File: config.mk
export PLATFORM = sky130hd
export DESIGN_NAME = sensor_write_sequencer
export DESIGN_NICKNAME = d
export VERILOG_FILES = /design/src/rtl/sensor_write_sequencer_pkg.sv /design/src/rtl/sensor_write_sequencer_tick_gen.sv /design/src/rtl/sensor_write_sequencer.sv
export SDC_FILE = /design/constraint.sdc
export NUM_CORES = 1
export LEC_CHECK = 0
export CAP_MARGIN = 10
export CELL_PAD_IN_SITES_DETAIL_PLACEMENT = 0
export CELL_PAD_IN_SITES_GLOBAL_PLACEMENT = 2
export CORE_ASPECT_RATIO = 2
export CORE_MARGIN = 2
export CORE_UTILIZATION = 25
export DETAILED_ROUTE_END_ITERATION = 8
export PLACE_DENSITY = 0.78
export SYNTH_ARGS = -nofsm -noshare
export SYNTH_HDL_FRONTEND = slang
export SYNTH_HIERARCHICAL = 1
export SYNTH_SLANG_ARGS = --single-unit
File: constraint.sdc
create_clock -name clock -period 2.4 [get_ports clock]
set_clock_uncertainty 0.1 [all_clocks]
set_input_delay 0.36 -clock clock [delete_from_list [all_inputs] [get_ports clock]]
set_output_delay 0.36 -clock clock [all_outputs]
set_load 0.02 [all_outputs]
File: src/rtl/sensor_write_sequencer_pkg.sv
// Shared types and default constants for the sensor write sequencer.
package sensor_write_sequencer_pkg;

  typedef enum logic [1:0] {
    ST_IDLE    = 2'd0,
    ST_COLLECT = 2'd1,
    ST_PENDING = 2'd2
  } seq_state_t;

  localparam int             DEF_SAMPLE_DIV = 500;
  localparam int             DEF_AVG_LOG2   = 2;
  localparam logic [4:0]     DEF_DEST_REG   = 5'd9;
  localparam int             DEF_MAX_WAIT   = 4;

  // Counter width that stays at least one bit for degenerate ranges.
  function automatic int cnt_width(input int n);
    return (n > 1) ? $clog2(n) : 1;
  endfunction

endpackage

File: src/rtl/sensor_write_sequencer_tick_gen.sv
// Free-running sample tick divider; held at zero while disabled.
module sample_tick_gen
  import sensor_write_sequencer_pkg::*;
#(
  parameter int SAMPLE_DIV = DEF_SAMPLE_DIV
) (
  input  logic clock,
  input  logic ctrl_reset,
  input  logic enable,
  output logic tick
);

  localparam int              CNT_W = cnt_width(SAMPLE_DIV);
  localparam logic [CNT_W-1:0] LAST = CNT_W'(SAMPLE_DIV - 1);

  logic [CNT_W-1:0] count;

  always_ff @(posedge clock or posedge ctrl_reset) begin
    if (ctrl_reset) begin
      count <= '0;
    end else if (!enable || count == LAST) begin
      count <= '0;
    end else begin
      count <= count + 1'b1;
    end
  end

  assign tick = enable && (count == LAST);

endmodule

File: src/rtl/sensor_write_sequencer.sv
// Averages ADC samples and writes each result into the register file,
// sharing the write port with the processor under a bounded-wait arbiter.
module sensor_write_sequencer
  import sensor_write_sequencer_pkg::*;
#(
  parameter int         SAMPLE_DIV = DEF_SAMPLE_DIV,
  parameter int         AVG_LOG2   = DEF_AVG_LOG2,
  parameter logic [4:0] DEST_REG   = DEF_DEST_REG,
  parameter int         MAX_WAIT   = DEF_MAX_WAIT
) (
  input  logic        clock,
  input  logic        ctrl_reset,
  input  logic        enable,
  input  logic [7:0]  adc_in,
  input  logic        cpu_we,
  input  logic [4:0]  cpu_waddr,
  input  logic [31:0] cpu_wdata,
  output logic        rf_we,
  output logic [4:0]  rf_waddr,
  output logic [31:0] rf_wdata,
  output logic        cpu_stall,
  output logic        sample_valid,
  output logic        overrun
);

  localparam int ACC_W  = 8 + AVG_LOG2;
  localparam int CNT_W  = (AVG_LOG2 > 0) ? AVG_LOG2 : 1;
  localparam int AVG_N  = 1 << AVG_LOG2;
  localparam int WAIT_W = cnt_width(MAX_WAIT + 1);

  seq_state_t        state;
  logic [ACC_W-1:0]  acc;
  logic [CNT_W-1:0]  cnt;
  logic [7:0]        pending;
  logic [WAIT_W-1:0] wait_cnt;

  logic              tick;
  logic              in_pending;
  logic              forced;
  logic              seq_write;
  logic              window_done;
  logic [ACC_W-1:0]  acc_final;

  // Truncating mean: the accumulator is wide enough that no sum overflows.
  function automatic logic [7:0] avg_trunc(input logic [ACC_W-1:0] sum);
    return 8'(sum >> AVG_LOG2);
  endfunction

  sample_tick_gen #(
    .SAMPLE_DIV (SAMPLE_DIV)
  ) u_tick (
    .clock      (clock),
    .ctrl_reset (ctrl_reset),
    .enable     (enable),
    .tick       (tick)
  );

  assign acc_final   = acc + ACC_W'(adc_in);
  assign window_done = tick && (cnt == CNT_W'(AVG_N - 1));
  assign in_pending  = (state == ST_PENDING);
  assign forced      = in_pending && (wait_cnt == WAIT_W'(MAX_WAIT));
  assign seq_write   = in_pending && (!cpu_we || forced);
  assign cpu_stall   = forced && cpu_we;

  always_comb begin
    rf_we    = 1'b0;
    rf_waddr = '0;
    rf_wdata = '0;
    if (cpu_we && !forced) begin
      rf_we    = 1'b1;
      rf_waddr = cpu_waddr;
      rf_wdata = cpu_wdata;
    end else if (seq_write) begin
      rf_we    = 1'b1;
      rf_waddr = DEST_REG;
      rf_wdata = {24'b0, pending};
    end
  end

  // A write on the port this cycle still completes when enable drops.
  always_ff @(posedge clock or posedge ctrl_reset) begin
    if (ctrl_reset) begin
      state        <= ST_IDLE;
      acc          <= '0;
      cnt          <= '0;
      pending      <= '0;
      wait_cnt     <= '0;
      sample_valid <= 1'b0;
      overrun      <= 1'b0;
    end else begin
      sample_valid <= seq_write;
      if (!enable) begin
        state    <= ST_IDLE;
        acc      <= '0;
        cnt      <= '0;
        pending  <= '0;
        wait_cnt <= '0;
      end else begin
        if (tick) begin
          if (window_done) begin
            acc     <= '0;
            cnt     <= '0;
            pending <= avg_trunc(acc_final);
          end else begin
            acc <= acc_final;
            cnt <= cnt + 1'b1;
          end
        end

        if (seq_write) begin
          wait_cnt <= '0;
        end else if (in_pending && cpu_we) begin
          wait_cnt <= wait_cnt + 1'b1;
        end

        // A result replacing one that never reached the port is an overrun.
        if (window_done) begin
          state <= ST_PENDING;
          if (in_pending && !seq_write) begin
            overrun <= 1'b1;
          end
        end else if (seq_write || state == ST_IDLE) begin
          state <= ST_COLLECT;
        end
      end
    end
  end

endmodule

==> results_dict.tcl, run 1 <==
set metrics [dict create \
    place_congestion 0.804 \
    cts_max_level 2 \
    syn_area_um2 2440 \
    drt-vias-per-instance 4.75 \
    ir_drop_v 0.000287 \
    async_flop_share_pct 100 \
    ys_ff_latch 36 \
    clk_latency_ns 0.29 \
    path_class "in2reg" \
    dr.pass1.iters 4 \
    fin_crit_sh_pct 94.4 \
    ys.flop_type "dfrtp_1" \
    synth_nets 348 \
    antenna_left 0 \
    drc 0 \
    required_ns 2.51 \
    ys_seq_area_share_pct 36.9 \
    grt_max_degree 45 \
    relSlewSlack_pct 67.7 \
    io_buffers 89 \
    areaGrowthSynthToFinish_pct 47.1 \
    insertedDiodeCount 0 \
    grt_pass1_vias 2480 \
    wl_per_cell_um 14.7 \
    finalCriticalPeriod_ns 2.27 \
    hold_class "in2async" \
    maxSlewViolCount 0 \
    numCtsBuffers 5 \
    clockBufferDepth 2 \
    start_util_pct 25.3 \
    p_per_area_nw_per_um2 436 \
    cts.sinks 36 \
    hold_violations 0 \
    yosysWarnings 6 \
    path_buf_inv 3 \
    hpwlAfterDp_mm 6.21 \
    cts_root_buffer "clkbuf_16" \
    post-route-util_pct 37.2 \
    grt_overflow 0 \
    rows 51 \
    max_freq_mhz 441 \
    synth_cell_types 53 \
    core_area_um2 9640 \
    cp_cell_sequence "clkdlybuf4s50_1 > ha_1 > inv_1 > fa_1 > nand2b_1 > a211oi_2 > buf_4 > or4b_1 > a31oi_1" \
    drive_above_1_share_pct 18.9 \
    final_area_um2 3590 \
    tritoncts "done" \
    die_w_um 73.9 \
    antenna_found_initial 0 \
    critPathTopFamily "simple AND/OR/NAND/NOR gates" \
    finalSetupViolations 0 \
    mostFrequentLayoutCells "52 x clkdlybuf4s50_1, 36 x dfrtp_1, 35 x clkbuf_2" \
    ctsHoldBuffers 0 \
    rsz0062_at_grt "false" \
    crit_path_end_kind "flop" \
    max_stage_delay_ns 0.49 \
    die_h_um 144 \
    crit_cells 9 \
    final_common_cell "clkdlybuf4s50_1" \
    crit_fanout 4 \
    placed_cells 516 \
    die_area_um2 10600 \
    timing.critical_path.slowest_stage_cell "or4b_1" \
    ioPinCount 90 \
    dpl_cell_area_um2 3610 \
    netlist_instances 286 \
    avgSynthCellArea_um2 8.53 \
    clk_pin_slew_ns 0.06 \
    synth-edff-count 0 \
    rr_worst_depth 9 \
    post_cts_buffers 0 \
    track_usage_pct 14.7 \
    drt-total-wl_mm 7.71 \
    arrival_ns 2.37 \
    drt_iter0_drc 63 \
    maxCapViolCount 0 \
    dr_total_vias 2487 \
    tightest_slew_ns 0.484 \
    finalNonFillerCells 524 \
    status "finished clean" \
    p_leak_uw 0.00155 \
    grt_first_pass_wirelength_mm 11.8 \
    cp-start-kind "input port" \
    final_nets 453 \
]
layer usage:
layer	vias to the layer above	share of wire (%)	wire length, um	track usage [%]
met2	97	56	4350	30.3
met4	0	3.0	233	6.89
met3	17	6.4	491	2.03
met5	-	0	0	0
li1	1220	-	-	-
met1	1153	34	2630	13.0
cells in the mapped netlist, types with 2 or more instances:
cell type,count,share of area [%]
nand2_1,31,4.8
o31ai_1,4,1.2
o311ai_1,3,1.1
o21ai_1,10,2.1
clkbuf_1,8,1.2
nor3_1,8,1.6
xor2_1,4,1.4
and2_1,30,7.7
o21a_1,5,1.5
nand3_1,16,3.3
nand2b_1,7,1.8
nand3b_1,6,1.8
o21ai_0,12,2.5
o22ai_1,3,0.77
nor2_1,16,2.5
o211ai_1,3,0.92
a21oi_1,15,3.1
nand4_1,3,0.77
a311oi_1,2,0.72
or4b_1,2,0.82
ha_1,12,6.2
o41ai_1,2,0.72
dfrtp_1,36,37
inv_1,15,2.3
a31oi_1,2,0.51
buf_2,2,0.41
a211oi_2,2,1.0
xnor2_1,2,0.72
through the flow:
stage               hold slack [ns]  worst slack, ns  power (uW)  setup TNS, ns
detailed placement            0.391           -0.221         936          -1.59
CTS                           0.281          0.00462        1590              0
global placement              0.394           -0.203         935          -1.10
finish                        0.268            0.134        1570              0
floorplan                    0.0879            0.406         757              0
global route                  0.314          0.00497        1620              0
report_power, final:
group / switching, uW / leakage (uW) / internal (uW) / total [uW]
Combinational: 135 / 0.000978 / 136 / 271
Sequential: 6.12 / 0.000498 / 612 / 618
Clock: 263 / 0.0000701 / 414 / 677
sequential cells by signal, summed over array words and instances, names as in the netlist:
signal        count
acc              10
cnt               2
state             2
wait_cnt          3
overrun           1
pending           8
sample_valid      1
u_tick/count      9
area by class of cell:
type | count | area (um^2)
clock buffers | 7 | 143
clock inverters | 1 | 7.51
fillers | 1032 | 6050
inverters | 15 | 56.3
multi-input cells | 222 | 1430
flip-flops and latches | 36 | 901
well taps | 132 | 165
repair buffers | 111 | 891
worst paths after layout:
path | start | to | slack [ns]
setup reg to reg | u_tick/count[0]$_DFF_PP0_ | pending[7]$_DFFE_PP0P_ | 0.25
setup / recovery | adc_in[0] | acc[8]$_DFFE_PP0N_ | 0.13
hold reg to reg | overrun$_DFFE_PP0P_ | overrun$_DFFE_PP0P_ | 0.39
max in group asynchronous | ctrl_reset | pending[7]$_DFFE_PP0P_ | 1.56
hold / removal | ctrl_reset | u_tick/count[8]$_DFF_PP0_ | 0.27
min in group clock | overrun$_DFFE_PP0P_ | overrun$_DFFE_PP0P_ | 0.39
kinds of logic after synthesis:
kind of cell             share of synthesized area (%)
AO/OA/AOI/OAI                                     18.8
XOR/XNOR                                          2.15
adder cells (fa/ha/maj)                           6.97
buffers and inverters                             4.87
flip-flops                                        36.9
multiplexers                                     0.872
AND/OR/NAND/NOR                                   29.4
worst register-to-register path: cells and delay by family, from the launching register on:
kind / cells / cell delay, ns
and+or+nand+nor: 4 / 0.63
buffers and inverters: 2 / 0.42
DFF: 1 / 0.40
adders and majority gates: 1 / 0.29
AOI/OAI and AO/OA: 2 / 0.21
timing repair:
action	in CTS	in global routing
setup endpoints to repair	37	36
gates resized for setup	37	72
cloned	0	0
pin swaps	0	0
Note: power is estimated with default switching activity, not from simulation.
==> inputs of run 2 (changes only) <==
Settings changed: CORE_ASPECT_RATIO 2 to 0.6.
==> results_dict.tcl, run 2 (synthesis gave the netlist of run 1 again) <==
set metrics [dict create \
    grt_max_degree 28 \
    p_leak_uw 0.00159 \
    final_nets 459 \
    wl_per_cell_um 14.4 \
    clk_latency_ns 0.28 \
    insertedDiodeCount 0 \
    crit_fanout 27 \
    ioPinCount 90 \
    wl_met3_um 388 \
    hold_violations 0 \
    finalSetupViolations 0 \
    cp-start-kind "flop" \
    drc 0 \
    top_layer_used "met4" \
    required_ns 1.94 \
    drt-met1-wl_mm 4.25 \
    areaGrowthSynthToFinish_pct 51.4 \
    mostFrequentLayoutCells "52 x clkdlybuf4s50_1, 36 x dfrtp_1, 30 x and2_1, 30 x nand2_1, 29 x clkbuf_2" \
    relSlewSlack_pct 68.2 \
    maxSlewViolCount 0 \
    grt_first_pass_wirelength_mm 12.0 \
    dr.pass1.iters 4 \
    whs_ns 0.281 \
    grt_overflow 0 \
    drt-vias-per-instance 4.53 \
    finalCriticalPeriod_ns 2.33 \
    path_class "reg2out" \
    cts.sinks 36 \
    place_congestion 0.762 \
    max_freq_mhz 429 \
    start_util_pct 26.2 \
    p_per_area_nw_per_um2 448 \
    track_usage_pct 14.6 \
    die_w_um 132 \
    wl_met2_mm 2.91 \
    drive_above_1_share_pct 19.3 \
    dpl_cell_area_um2 3670 \
    cts_root_buffer "clkbuf_16" \
    cts_max_level 2 \
    largest_register "acc" \
    dr_total_vias 2393 \
    numCtsBuffers 5 \
    antenna_found_initial 0 \
    tightest_slew_ns 0.477 \
    status "finished clean" \
    ir_drop_v 0.000239 \
    crit_path_end_kind "output port" \
    die_area_um2 10600 \
    largest_reg_flops 10 \
    die_h_um 80.5 \
    antenna_left 0 \
    drt_iter0_drc 150 \
    grt_pass1_vias 2218 \
    hpwlAfterDp_mm 5.83 \
    final_common_cell "clkdlybuf4s50_1" \
    rr_worst_depth 7 \
    post_cts_buffers 0 \
    tritoncts "done" \
    maxCapViolCount 0 \
    ctsHoldBuffers 0 \
    arrival_ns 1.87 \
    io_buffers 89 \
    clockBufferDepth 2 \
    reg_top3 "acc: 10 flops, u_tick/count: 9 flops, pending: 8 flops" \
    clk_pin_slew_ns 0.06 \
    hold_class "in2async" \
    drt-total-wl_mm 7.60 \
    core_area_um2 9320 \
    final_area_um2 3690 \
    rows 27 \
    fin_crit_sh_pct 97.0 \
]
run 2: routing by layer:
| layer | vias up | global-route usage (%) |
|---|---|---|
| met5 | - | 0 |
| met4 | 0 | 2.93 |
| met3 | 5 | 3.85 |
| met2 | 55 | 18.7 |
| met1 | 1101 | 23.2 |
| li1 | 1232 | - |
run 2: where the power goes:
group	internal [uW]	switching (uW)	total (uW)
clock network	489	263	752
logic	143	140	283
registers	612	6.02	618
run 2: final cells by class:
type                            instances  area (um^2)
Multi-Input combinational cell        222         1430
Inverter                               15         56.3
Sequential cell                        36          901
Timing Repair Buffer                  117          978
Fill cell                             943         5630
Clock inverter                          2         35.0
Tap cell                              130          163
Clock buffer                            6          129
run 2: timing repair:
item / CTS / global route
gates resized for setup: 42 / 64
pin swaps: 0 / 1
setup endpoints to repair: 37 / 36
run 2: path summary, 6_finish.rpt:
path,start,endpoint,slack (ns)
setup / recovery,wait_cnt[0]$_DFFE_PP0P_,rf_wdata[28],0.07
hold / removal,ctrl_reset,u_tick/count[1]$_DFF_PP0_,0.28
setup reg to reg,u_tick/count[0]$_DFF_PP0_,acc[4]$_DFFE_PP0N_,0.20
hold reg to reg,overrun$_DFFE_PP0P_,overrun$_DFFE_PP0P_,0.40
max in group asynchronous,ctrl_reset,pending[1]$_DFFE_PP0P_,1.51
min in group clock,overrun$_DFFE_PP0P_,overrun$_DFFE_PP0P_,0.40
run 2: critical path, stage by stage, from the launching register on:
cell and delay, ns:
dfrtp_1 0.38, inv_1 0.08, ha_2 0.21, nand2_2 0.07
o21a_2 0.25, buf_12 0.16, and2_1 0.15, clkdlybuf4s15_1 0.28
run 2: per-stage QoR:
step                      worst slack, ns  total power (uW)  utilization, %  TNS, ns  std cells
after detailed placement           -0.131               941            39.3    -2.07        520
after floorplan                     0.406               757               -        0        286
after global placement             -0.215               943            39.3    -2.12        520
after global routing              -0.0162              1730            39.6  -0.0742        528
final                              0.0717              1650            39.6        0        528
after CTS                          0.0154              1680            40.6        0        528
==> inputs of run 3 (changes only) <==
Settings changed: CORE_UTILIZATION 25 to 36, CTS_CLUSTER_SIZE set to 30, DONT_BUFFER_PORTS set to 1, REMOVE_ABC_BUFFERS set to 1.
==> results_dict.tcl, run 3 (synthesis gave the netlist of run 1 again) <==
set metrics [dict create \
    status "finished clean" \
    largest_register "acc" \
    arrival_ns 1.77 \
    rows 23 \
    clk_latency_ns 0.28 \
    finalSetupViolations 0 \
    ir_drop_v 0.000253 \
    drc 0 \
    die_h_um 67.8 \
    grt_pass1_vias 1865 \
    dpl_cell_area_um2 2600 \
    swShare_pct 26.4 \
    place_congestion 0.848 \
    ff2ff_setup_slack_ns 0.23 \
    hpwlAfterDp_mm 4.71 \
    hold_class "in2reg" \
    maxSlewViolCount 0 \
    power_uw 1420 \
    rr_worst_depth 7 \
    dr.pass1.iters 4 \
    grt_overflow 0 \
    hold_violations 0 \
    crit_fanout 39 \
    path_class "reg2out" \
    clk_pin_slew_ns 0.06 \
    drt-total-wl_mm 6.23 \
    final_common_cell "dfrtp_1" \
    dp_slack_ns 0.233 \
    antenna_found_initial 0 \
    drt-vias-per-instance 5.33 \
    grt_max_degree 40 \
    cp-start-kind "flop" \
    p_leak_uw 0.00116 \
    cts.sinks 36 \
    tightest_slew_ns 0.482 \
    grt_first_pass_wirelength_mm 9.87 \
    relSlewSlack_pct 67.7 \
    final_nets 358 \
    cts_max_level 2 \
    crit_path_end "rf_wdata[5]" \
    cts_root_buffer "clkbuf_16" \
    share_comb_of_total_power_pct 11.2 \
    final_area_um2 2770 \
    ioPinCount 90 \
    reg_top3 "acc: 10 flops, u_tick/count: 9 flops, pending: 8 flops" \
    dr_total_vias 2045 \
    antenna_left 0 \
    mostFrequentLayoutCells "36 x dfrtp_1, 31 x nand2_1, 30 x and2_1" \
    clockBufferDepth 2 \
    wl_per_cell_um 16.2 \
    drive_above_1_share_pct 10.8 \
    max_freq_mhz 448 \
    seqPwrFrac_pct 43.6 \
    placed_cells 375 \
    r2r-start "acc[0]$_DFFE_PP0N_" \
    numCtsBuffers 5 \
    drt_iter0_drc 109 \
    finalCriticalPeriod_ns 2.23 \
    fin_crit_sh_pct 92.9 \
    r2r-end "acc[8]$_DFFE_PP0N_" \
    finalNonFillerCells 384 \
    track_usage_pct 17.7 \
    die_w_um 110 \
    setup_ws_ns 0.169 \
    power.switching_uw 375 \
    areaGrowthSynthToFinish_pct 13.3 \
    startpoint "wait_cnt[0]$_DFFE_PP0P_" \
    io_buffers 0 \
    required_ns 1.94 \
    crit_path_end_kind "output port" \
    core_area_um2 6620 \
    intPower_uw 1040 \
    rsz0062_at_grt "false" \
    start_util_pct 36.9 \
    p_per_area_nw_per_um2 513 \
    power_frac_clock_pct 45.2 \
    largest_reg_flops 10 \
    maxCapViolCount 0 \
    tritoncts "done" \
    die_area_um2 7470 \
    tns_ns 0 \
    insertedDiodeCount 0 \
    post_cts_buffers 0 \
]
-- run 3: changes by cell type in the layout (fill, tap and decap cells not counted), sizes merged --
cell / before / now
clkinv: 1 / 3
clkbuf: 35 / 5
dlygate4sd3: 0 / 1
bufinv: 1 / 0
dlygate4sd2: 2 / 0
buf: 28 / 15
clkdlybuf4s50: 52 / 0
clkdlybuf4s15: 6 / 0
-- run 3: power groups by stage --
stage                     registers, uW  clock network, uW  logic [uW]
after detailed placement            629                  0         157
after global placement              629                  0         157
after floorplan                     628                  0         120
after CTS                           619                652         159
after global routing                619                684         180
final                               619                641         159
-- run 3: timing repair --
item / CTS / global route
setup endpoints to repair: 0 / 34
hold buffers: 1 / 0
resized for setup: 0 / 3
hold endpoints to repair: 36 / 0
-- run 3: layer usage --
metal,share of wire [%],vias up,global-route usage [%]
met5,0,-,0
met4,0.47,0,3.75
met3,6.8,2,4.34
met2,40,77,25.0
met1,53,929,27.1
li1,-,1037,-
-- run 3: final cells by class --
class	instances	area (um^2)
fillers	667	3850
clock inverters	3	18.8
inverters	15	56.3
clock buffers	5	125
flip-flops and latches	36	901
multi-input cells	222	1420
repair buffers	16	135
well taps	87	109
-- run 3: stage by stage --
step	utilization [%]	hold WS [ns]
2_1_floorplan	-	0.0879
3_3_place_gp	39.3	0.133
3_5_place_dp	39.3	0.146
4_1_cts	41.6	0.112
5_1_grt	41.8	0.106
6_report	41.8	0.111
-- run 3: critical path, cell delays in order, from the launching register on --
cell and delay [ns]:
dfrtp_1 0.39, inv_1 0.08, ha_1 0.17, nand2_1 0.10
o21a_1 0.22, buf_12 0.17, o21ai_0 0.18, buf_4 0.17
-- run 3: how the worst min path moves through the flow --
stage | from | to | cells after the start
2_1_floorplan | ctrl_reset | u_tick/count[0]$_DFF_PP0_ | 1
3_3_place_gp | ctrl_reset | u_tick/count[8]$_DFF_PP0_ | 1
3_5_place_dp | ctrl_reset | u_tick/count[8]$_DFF_PP0_ | 1
4_1_cts | enable | acc[2]$_DFFE_PP0N_ | 1
5_1_grt | enable | acc[2]$_DFFE_PP0N_ | 1
6_report | enable | acc[2]$_DFFE_PP0N_ | 1
